==> config.mk <==
export PLATFORM = sky130hd
export DESIGN_NAME = led_mode_ctrl_flat
export DESIGN_NICKNAME = d
export VERILOG_FILES = /design/src/rtl/led_pkg.sv /design/src/rtl/led_mode_ctrl_if.sv /design/src/rtl/btn_debounce.sv /design/src/rtl/led_mode_ctrl.sv /design/src/flat_wrapper.sv
export SDC_FILE = /design/constraint.sdc
export NUM_CORES = 1
export LEC_CHECK = 0
export ABC_AREA = 0
export BUFFER_PORTS_ARGS = -buffer_cell sky130_fd_sc_hd__buf_4
export CAP_MARGIN = 25
export CELL_PAD_IN_SITES_DETAIL_PLACEMENT = 0
export CELL_PAD_IN_SITES_GLOBAL_PLACEMENT = 1
export CORE_MARGIN = 5
export CORE_UTILIZATION = 30
export DETAILED_ROUTE_END_ITERATION = 8
export HOLD_SLACK_MARGIN = 0.1
export PLACE_DENSITY_LB_ADDON = 0.1
export SETUP_SLACK_MARGIN = 0.05
export SLEW_MARGIN = 20
export SYNTH_ARGS = -nofsm -noshare
export SYNTH_HDL_FRONTEND = slang
export SYNTH_SLANG_ARGS = --single-unit
export TNS_END_PERCENT = 100
==> constraint.sdc <==
create_clock -name clk -period 3.8 [get_ports clk]
set_clock_uncertainty 0.15 [all_clocks]
set_input_delay 0.76 -clock clk [delete_from_list [all_inputs] [get_ports clk]]
set_output_delay 0.76 -clock clk [all_outputs]
set_load 0.1 [all_outputs]
==> src/rtl/led_pkg.sv <==
// rtl/led_pkg.sv - shared constants and mode helpers for the LED pattern front end
package led_pkg;

    localparam int NUM_BTN = 4;
    localparam int LED_W   = 12;

    typedef logic [3:0] mode_t;

    localparam mode_t MODE_STOP   = 4'b0000;
    localparam mode_t MODE_LR     = 4'b0001;
    localparam mode_t MODE_INV    = 4'b0010;
    localparam mode_t MODE_CENTER = 4'b0100;

    // Button 3 always means stop; otherwise the lowest-index active button wins.
    function automatic mode_t btn_to_mode(input logic [NUM_BTN-1:0] btn);
        if (btn[3])      return MODE_STOP;
        else if (btn[0]) return MODE_LR;
        else if (btn[1]) return MODE_INV;
        else if (btn[2]) return MODE_CENTER;
        else             return MODE_STOP;
    endfunction

endpackage

==> src/rtl/led_mode_ctrl_if.sv <==
// rtl/led_mode_ctrl_if.sv - button inputs and mode/step outputs of the LED control stage
interface led_mode_ctrl_if;
    import led_pkg::*;

    logic [NUM_BTN-1:0] btn_n;
    mode_t              mode;
    logic               mode_chg;
    logic               step;

    modport master (output btn_n, input mode, mode_chg, step);
    modport slave  (input btn_n, output mode, mode_chg, step);

endinterface

==> src/rtl/btn_debounce.sv <==
// rtl/btn_debounce.sv - two-flop synchroniser, level debounce and press-edge detect for one button
module btn_debounce #(
    parameter int DB_CYCLES = 1000000
) (
    input  logic clk,
    input  logic rst,
    input  logic btn_n_i,
    output logic stb_o,
    output logic press_o
);

    localparam int CNT_W = (DB_CYCLES > 1) ? $clog2(DB_CYCLES) : 1;
    localparam logic [CNT_W-1:0] CNT_MAX = CNT_W'(DB_CYCLES - 1);

    logic             sync1_q;
    logic             sync2_q;
    logic             press_sync;
    logic [CNT_W-1:0] cnt_q, cnt_d;
    logic             stb_q, stb_d;
    logic             stb_dly_q;

    assign press_sync = ~sync2_q;

    always_comb begin
        cnt_d = cnt_q;
        stb_d = stb_q;
        if (press_sync == stb_q) begin
            cnt_d = '0;
        end else if (cnt_q == CNT_MAX) begin
            stb_d = press_sync;
            cnt_d = '0;
        end else begin
            cnt_d = cnt_q + 1'b1;
        end
    end

    always_ff @(posedge clk) begin
        if (rst) begin
            sync1_q   <= 1'b1;
            sync2_q   <= 1'b1;
            cnt_q     <= '0;
            stb_q     <= 1'b0;
            stb_dly_q <= 1'b0;
        end else begin
            sync1_q   <= btn_n_i;
            sync2_q   <= sync1_q;
            cnt_q     <= cnt_d;
            stb_q     <= stb_d;
            stb_dly_q <= stb_q;
        end
    end

    assign stb_o   = stb_q;
    assign press_o = stb_q & ~stb_dly_q;

endmodule

==> src/rtl/led_mode_ctrl.sv <==
// rtl/led_mode_ctrl.sv - button-to-mode control and step generator; LED_MODE_LATCH_EN selects latched vs level mode
module led_mode_ctrl
    import led_pkg::*;
#(
    parameter int DB_CYCLES   = 1000000,
    parameter int STEP_CYCLES = 2097152
) (
    input  logic            clk,
    input  logic            rst,
    led_mode_ctrl_if.slave  ctrl_if
);

    localparam int SCNT_W = (STEP_CYCLES > 1) ? $clog2(STEP_CYCLES) : 1;
    localparam logic [SCNT_W-1:0] SCNT_MAX = SCNT_W'(STEP_CYCLES - 1);

    logic [NUM_BTN-1:0] stb;
    logic [NUM_BTN-1:0] press;
    mode_t              mode_q, mode_d;
    logic               mode_chg_q, mode_chg_d;
    logic [SCNT_W-1:0]  scnt_q, scnt_d;
    logic               scnt_wrap;

    for (genvar i = 0; i < NUM_BTN; i++) begin : g_btn
        btn_debounce #(
            .DB_CYCLES (DB_CYCLES)
        ) u_btn_debounce (
            .clk     (clk),
            .rst     (rst),
            .btn_n_i (ctrl_if.btn_n[i]),
            .stb_o   (stb[i]),
            .press_o (press[i])
        );
    end

`ifdef LED_MODE_LATCH_EN
    logic unused_stb;
    assign unused_stb = ^stb;

    // Releases are ignored: mode holds until the next press event.
    always_comb begin
        mode_d = mode_q;
        if (|press) begin
            mode_d = btn_to_mode(press);
        end
    end
`else
    logic unused_press;
    assign unused_press = ^press;

    always_comb begin
        mode_d = btn_to_mode(stb);
    end
`endif

    assign mode_chg_d = (mode_d != mode_q);

    // A mode change restarts the cadence so the first step lands a full period later.
    assign scnt_wrap = (scnt_q == SCNT_MAX);

    always_comb begin
        scnt_d = scnt_q + 1'b1;
        if (mode_chg_q || scnt_wrap) begin
            scnt_d = '0;
        end
    end

    always_ff @(posedge clk) begin
        if (rst) begin
            mode_q     <= MODE_STOP;
            mode_chg_q <= 1'b0;
            scnt_q     <= '0;
        end else begin
            mode_q     <= mode_d;
            mode_chg_q <= mode_chg_d;
            scnt_q     <= scnt_d;
        end
    end

    assign ctrl_if.mode     = mode_q;
    assign ctrl_if.mode_chg = mode_chg_q;
    assign ctrl_if.step     = scnt_wrap && !mode_chg_q && (mode_q != MODE_STOP);

endmodule

==> src/flat_wrapper.sv <==
// flat-port wrapper written by rule: the top's interface ports become plain ports
module led_mode_ctrl_flat import led_pkg::*;
#(
    parameter int DB_CYCLES   = 1000000,
    parameter int STEP_CYCLES = 2097152
)
  (clk, rst, ctrl_if_btn_n, ctrl_if_mode, ctrl_if_mode_chg, ctrl_if_step);
  led_mode_ctrl_if ctrl_if_i ();
  input  logic clk;
  input  logic rst;
  input wire logic [$bits(ctrl_if_i.btn_n)-1:0] ctrl_if_btn_n;
  output wire logic [$bits(ctrl_if_i.mode)-1:0] ctrl_if_mode;
  output wire logic [$bits(ctrl_if_i.mode_chg)-1:0] ctrl_if_mode_chg;
  output wire logic [$bits(ctrl_if_i.step)-1:0] ctrl_if_step;
  assign ctrl_if_i.btn_n = ctrl_if_btn_n;
  assign ctrl_if_mode = ctrl_if_i.mode;
  assign ctrl_if_mode_chg = ctrl_if_i.mode_chg;
  assign ctrl_if_step = ctrl_if_i.step;
  led_mode_ctrl #(.DB_CYCLES(DB_CYCLES), .STEP_CYCLES(STEP_CYCLES)) u_core (.clk(clk), .rst(rst), .ctrl_if(ctrl_if_i));
endmodule
==> metrics.md, run 1 <==
| Metric | Value |
|---|---|
| Synth area leaders | dfxtp_1 45%, xnor2_1 6.4%, nor2_1 5.8%, xor2_1 4.9%, a21oi_1 3.0% |
| HPWL Detailed | a little under 7000 um |
| Setup TNS | 0 ns |
| Sw Ratio | 0.187 |
| Setup Fix Bufs, Post-CTS | 0 |
| Sequential cell area | 0.00234 sq mm |
| VDD IR-drop max | between 0.3 and 0.4 mV |
| Vias/cell | between 4 and 5 |
| Crit. End Element | output pin |
| Top post-synthesis cells by count | 117 x dfxtp_1, 81 x nor2_1, 38 x xnor2_1 |
| Sw Pwr | 579 uW |
| Syn Inst Count | 578 |
| Cell with the most instances after synthesis | dfxtp_1 |
| Yosys warns | 0 |
| Final Hold Viols | 0 |
| Worst hold path class | flop to flop |
| Number of nets with antenna violations after routing | 0 |
| Register-to-register setup slack | around 1.4 ns |
| DRT iter0 DRCs | 109 |
| Syn Nets | around 590 |
| DR vias | 3922 |
| Port Buf Inserts | 10 |
| CP Max Fanout | 11 |
| Fill cells | ~1800 |
| Top cell type's share of synthesized area | 0.451 |
| Height of the die | 142 um |
| Sequential power share | 0.400 |
| Final Max Tran Viols | 0 |
| Int Pwr | 2.52 mW |
| Rel. slew slack | 0.467 |
| Max incr delay on CP | 0.40 ns |
| Critical path's slowest cell | dfxtp_1 |
| Post-cts resize count | 0 |
| Fmax | between 300 and 400 MHz |
| Layout cells sized above 1 | 0.116 |
| Largest net degree at the start of global routing | 23 |
| Vias in the first global route | a little under 4000 |
| Clock share of power | 0.587 |
| Crit path kind | flop to output pin |
| CTS Buf Count | 17 |
| Global Route Usage Sum | 0.112 |
| I/O pins | 12 |
| Req. time, crit path | a little under 3 ns |
| Syn_area_per_cell | 8.99 sq um |
| Synth cell types | 51 |
| Part of the Yosys area used for sequential elements | 0.451 |
| Final Wtd Congestion | slightly above 0.7 |
| LEAKAGE | 1.91 nW |
| CTS root buffer | clkbuf_16 |
| Die X-Extent | 142 um |
| Final setup fails | 0 |
| Clock sink total | about 120 |
| Hold-fix buffers at CTS | 0 |
| Synth Cell Area | around 0.0052 sq mm |
| Initial Util | 0.303 |
| Initial antenna violation count | 0 |
| RSZ-0062 raised after global routing | no |
| Total inserted antenna cells | 0 |
| Outcome | complete, no violations |
| Bufs and invs on worst path | 1 |
| Clock Latency Late Sink | 0.41 ns |
| Critical path's top delay family | simple AND/OR/NAND/NOR gates |
| CTS tree | done |
| Num rows | 48 |
| Core ar. | 0.0172 sq mm |
| Cell accounting for the most synthesized area | dfxtp_1 |
| CTS H-tree depth | 4 |
| Area occupied by multi-input gates | 0.00267 sq mm |
| Worst-path clk slew | around 0.050 ns |
| Full die area | 0.0201 sq mm |
| CP Launch Type | flop |
| Worst path cell trace | and4_1 > nand4_2 > nor3_2 > buf_4 |
| First-pass GRT wire length | 18500 um |
| Residual DRC | 0 |
| Synth Flop Type | dfxtp_1 |
| Number of enable flip-flop cells after synthesis | 0 |
| Post-synth ARST share | 0 |
| Area Growth Syn to Fin | 17.5% |
| Post-DP Area | 0.00543 sq mm |
| Crit path time final | 3.04 ns |
| PwrDens | roughly 510 mW/mm^2 |
| Post-Route WL | 10400 um |
| Max-Cap Viols | 0 |
| Maximum buffer depth of the clock tree | 2 |
| Worst Tran Pin Value | approximately 0.80 ns |
| Period utilization | 0.800 |
| Number of nets in the layout | 596 |
| Combinational power share | 0.013 |
| Fin area | between 0.006 and 0.007 sq mm |
| Yosys reg bits | 117 |
| WL/cell | 12.7 um |
| Congestion Overflow GR | 0 |
| Drt first pass iters | 4 |
| WP data arrival | 2.13 ns |
## flip-flops by register name, summed over array words and instances, names as in the netlist
name and flops:
u_core.g_btn.u_btn_debounce.cnt_q 80, u_core.scnt_q 21, u_core.g_btn.u_btn_debounce.stb_o 4, u_core.g_btn.u_btn_debounce.sync1_q 4, u_core.g_btn.u_btn_debounce.sync2_q 4, u_core.ctrl_if.mode 3, u_core.ctrl_if.mode_chg 1
## power by group through the flow
| stage | clock network (mW) | logic, mW | registers, mW |
|---|---|---|---|
| after floorplan | 0 | 0.0324 | 1.27 |
| after global placement | 0 | 0.0393 | 1.27 |
| after detailed placement | 0 | 0.0399 | 1.27 |
| after CTS | 1.88 | 0.0402 | 1.24 |
| after global routing | 1.93 | 0.0441 | 1.24 |
| final | 1.82 | 0.0388 | 1.24 |
## worst reg2reg max path: cells and delay by family, from the launching register on
family             cells  cell delay (ns)
AOI/OAI and AO/OA      2             0.71
DFF                    1             0.42
and+or+nand+nor        2             0.96
## cell usage in the layout, fill, tap and decap left out, types with 12 or more instances in the layout
cell         n
or4_1       12
nand4_1     21
a21oi_1     31
dfxtp_1    117
nand2_1     26
or3_1       20
nand3_1     28
inv_1       18
nor3_1      12
xnor2_1     38
o31ai_1     12
clkbuf_16   17
o21ai_0     18
nor2_1      81
xor2_1      29
## path summary, 6_finish.rpt
path / depth (start not counted) / end / from
max: 4 / ctrl_if_step / u_core.scnt_q[2]
min: 1 / u_core.g_btn[3].u_btn_debounce.sync2_q / u_core.g_btn[3].u_btn_debounce.sync1_q
max reg2reg: 4 / u_core.g_btn[2].u_btn_debounce.cnt_q[16] / u_core.g_btn[2].u_btn_debounce.cnt_q[9]
min reg2reg: 1 / u_core.g_btn[3].u_btn_debounce.sync2_q / u_core.g_btn[3].u_btn_debounce.sync1_q
## kinds of logic (layout without fill, tap and decap cells)
logic type | after synthesis | after routing | synth area share
simple gates | 274 | 274 | 0.299
flops | 117 | 117 | 0.451
compound gates | 73 | 73 | 0.0859
xor+xnor | 67 | 67 | 0.113
buf+inv | 40 | 59 | 0.0371
fa+ha+maj | 5 | 5 | 0.0120
other cells | 1 | 1 | 0.000722
mux | 1 | 1 | 0.00217
## routing by layer
metal | track usage | share of wire | routed length (um)
met1 | 0.146 | 0.49 | 5140
met2 | 0.176 | 0.47 | 4880
met3 | 0.0354 | 0.028 | 289
met4 | 0.0389 | 0.012 | 129
met5 | 0 | 0 | 0
## final cells by class
type                       count  area share
tap                          225      0.0461
clock inverter                10      0.0328
clock buffer                  21      0.0771
sequential                   117       0.384
inverter                      18      0.0111
multi-input combinational    421       0.437
timing repair buffer          10      0.0123
## stage by stage
stage	util	setup slack [ns]	power, mW	instances	hold slack, ns
CTS	0.355	0.733	3.16	822	0.267
floorplan	-	0.398	1.30	578	0.239
detailed placement	0.316	1.18	1.31	791	0.254
finish	0.355	0.762	3.10	822	0.262
global route	0.355	0.584	3.21	822	0.283
global placement	0.316	1.23	1.31	791	0.245
Note: power is estimated with default switching activity, not from simulation.
==> run 2, diff against run 1 <==
Settings changed: ABC_AREA 0 to 1.
Clock period 3.8 ns to 3.05 ns, I/O delays scaled along.
==> run 2 against run 1 <==
Register-to-register slack lost 0.40 ns. Cell area increased by 11%. Non-clock buffer count rose by 1. Clock power grew 3%. First-iteration DRC count rose by 77%. Via count rose by 26%. Combinational power is 25% higher. Core utilization decreased by 0.58 points. Largest cell class unchanged. Largest power group unchanged. Synthesized cell count rose by 47%.
==> metrics.md, run 2 <==
| Metric | Value |
|---|---|
| Crit path time final | 2.79 ns |
| Height of the die | 150 um |
| Clock Latency Late Sink | 0.41 ns |
| Sequential cell area | 0.00234 sq mm |
| Syn Inst Count | 849 |
| Congestion Overflow GR | 0 |
| Maximum buffer depth of the clock tree | 2 |
| Crit path kind | flop to output pin |
| Most common cell after layout, fill and taps aside | nand2_1 |
| Full die area | 0.0224 sq mm |
| Initial Util | 0.303 |
| Drt first pass iters | 5 |
| Largest family of logic cells by synthesized area | simple AND/OR/NAND/NOR gates |
| Syn Nets | 860 |
| Grt met1 use | 0.161 |
| Port Buf Inserts | 10 |
| Critical path's top delay family | simple AND/OR/NAND/NOR gates |
| Register-to-Register Path Depth | 7 |
| Fill cells | 2079 |
| Final Wtd Congestion | 0.760 |
| CP Depth | 8 |
| XOR/XNOR Fraction of Synth Area | 0.0613 |
| Post-DP Area | 0.00619 sq mm |
| Area occupied by multi-input gates | 0.00309 sq mm |
| CTS Buf Count | 17 |
| CTS H-tree depth | 4 |
| Rel. slew slack | 0.640 |
| Bufs and invs on worst path | 2 |
| Worst R2R End | u_core.scnt_q[2] |
| Synth Flop Type | dfxtp_1 |
| Yosys reg bits | 117 |
| Post-Route WL | 12700 um |
| Area Growth Syn to Fin | 15.4% |
| Core ar. | ~0.019 sq mm |
| Worst hold path class | input pin to flop |
| Part of the Yosys area used for sequential elements | 0.400 |
| Max reg flops | 80 |
| CP startpoint | u_core.scnt_q[0] |
| Regs by FF count | u_core.g_btn.u_btn_debounce.cnt_q x80, u_core.scnt_q x21 |
| Largest net degree at the start of global routing | 21 |
| Layout cells sized above 1 | 0.113 |
| Number of nets in the layout | 881 |
| Setup TNS | 0 ns |
| Register-to-register setup slack | 1.01 ns |
| Most frequent cells in the layout | 214 x nand2_1, 179 x nor2_1, 117 x dfxtp_1 |
| DRT iter0 DRCs | 193 |
| Num rows | 51 |
| Hold-fix buffers at CTS | 0 |
| Req. time, crit path | 2.29 ns |
| Largest Register | u_core.g_btn.u_btn_debounce.cnt_q |
| Synth area leaders | dfxtp_1 40%, nand2_1 14%, nor2_1 12%, inv_1 5.8%, nand3_1 4.6% |
| Critical path's slowest cell | dfxtp_1 |
| Top cell type's share of synthesized area | 0.400 |
| Syn_area_per_cell | 6.90 sq um |
| Cell with the most instances after synthesis | nand2_1 |
| Final Max Tran Viols | 0 |
| First-pass GRT wire length | 22200 um |
| Period utilization | 0.915 |
| CTS tree | done |
| WL/cell | about 11 um |
| DR vias | 4946 |
| WP data arrival | 2.03 ns |
| Adder-Cell Fraction of Synth Area | 0.0107 |
| VDD IR-drop max | 0.348 mV |
| Worst setup path endpoint | ctrl_if_step |
| Mux contribution to synthesized area | 0 |
| Max-Cap Viols | 0 |
| Vias/cell | 4.31 |
| Hold WS | 0.238 ns |
| Crit. End Element | output pin |
| I/O pins | 12 |
| PwrDens | 514 mW/mm^2 |
| Global Route Usage Sum | 0.123 |
| Cell accounting for the most synthesized area | dfxtp_1 |
| Final setup fails | 0 |
| Top post-synthesis cells by count | 214 x nand2_1, 180 x nor2_1, 117 x dfxtp_1 |
| Initial antenna violation count | 0 |
| CP Launch Type | flop |
| Worst reg2reg startpoint | u_core.scnt_q[0] |
| Number of enable flip-flop cells after synthesis | 0 |
| Die X-Extent | 150 um |
| GR met2 Demand/Resource | 0.198 |
| Number of nets with antenna violations after routing | 0 |
| CTS root buffer | clkbuf_16 |
| Worst-path clk slew | 0.05 ns |
| Total inserted antenna cells | 0 |
| Fmax | about 360 MHz |
| Post-synth ARST share | 0 |
| Startpoint of the worst hold path | ctrl_if_btn_n[3] |
| Yosys warns | 0 |
| Worst path cell trace | ha_2 > nand3_2 > inv_1 > nand2_1 > nor2_2 > nand3b_1 > nor3_4 > buf_8 |
| Fin area | 0.00676 sq mm |
| Area share of and/or/nand/nor cells after synthesis | 0.402 |
| Outcome | complete, no violations |
| Routing usage on met3 | 0.0333 |
| Vias in the first global route | 4729 |
| Clock sink total | 117 |
| Residual DRC | 0 |
| Synth Cell Area | 0.00586 sq mm |
| HPWL Detailed | 9580 um |
| Synth cell types | 36 |
| LEAKAGE | roughly 2.3 nW |
| Worst Tran Pin Value | approximately 0.54 ns |
| Final Hold Viols | 0 |
| RSZ-0062 raised after global routing | no |
| Max incr delay on CP | 0.38 ns |
| CP Max Fanout | 4 |
| GR peak layer | met2 |
| Compound-cell area share of the yosys netlist | 0.0511 |
## run 2: power breakdown
| group | switching (mW) | total, mW | leakage [nW] | internal [mW] |
|---|---|---|---|---|
| combinational | 0.0323 | 0.0485 | 1.04 | 0.0162 |
| sequential | 0.00732 | 1.55 | 0.945 | 1.54 |
| clock | 0.706 | 1.88 | 0.275 | 1.17 |
| total | 0.746 | 3.47 | 2.26 | 2.73 |
## run 2: repair_timing
item,in CTS,in global routing
setup buffers,0,0
setup endpoints to repair,0,1
hold endpoints to repair,0,0
resized for setup,0,4
## run 2: cell families after synthesis
group / count (synthesis)
flip-flops: 117
buffers and inverters: 102
XOR/XNOR: 41
AO/OA/AOI/OAI: 54
adder cells (fa/ha/maj): 5
other: 1
AND/OR/NAND/NOR: 529
## run 2: how the worst min path moves through the flow
stage          slack [ns]  cells past startpoint                                     end
2_1_floorplan        0.24                      1  u_core.g_btn[0].u_btn_debounce.sync2_q
3_3_place_gp         0.24                      1  u_core.g_btn[0].u_btn_debounce.sync2_q
3_5_place_dp         0.24                      1  u_core.g_btn[2].u_btn_debounce.sync2_q
4_1_cts              0.21                      2  u_core.g_btn[3].u_btn_debounce.sync1_q
5_1_grt              0.22                      2  u_core.g_btn[3].u_btn_debounce.sync1_q
6_report             0.24                      2  u_core.g_btn[3].u_btn_debounce.sync1_q
## run 2: routing by layer
| metal | part of all wire | wire length [um] |
|---|---|---|
| met1 | 0.50 | 6400 |
| met2 | 0.46 | 5850 |
| met3 | 0.027 | 349 |
| met4 | 0.011 | 141 |
| met5 | 0 | 0 |
## run 2: cell type report
class / count / share of cell area
clock inverter: 10 / 0.0118
inverter: 93 / 0.0516
timing repair buffer: 11 / 0.0133
multi-input combinational: 630 / 0.458
clock buffer: 22 / 0.0701
tap: 265 / 0.0490
sequential: 117 / 0.346
## run 2: stage by stage
stage / util / std cells / power, mW / worst slack (ns)
2_1_floorplan: - / 849 / 1.62 / 0.236
3_3_place_gp: 0.320 / 1116 / 1.63 / 0.596
3_5_place_dp: 0.320 / 1116 / 1.63 / 0.538
4_1_cts: 0.349 / 1148 / 3.54 / 0.0740
5_1_grt: 0.350 / 1148 / 3.63 / 0.0979
6_report: 0.350 / 1148 / 3.47 / 0.260
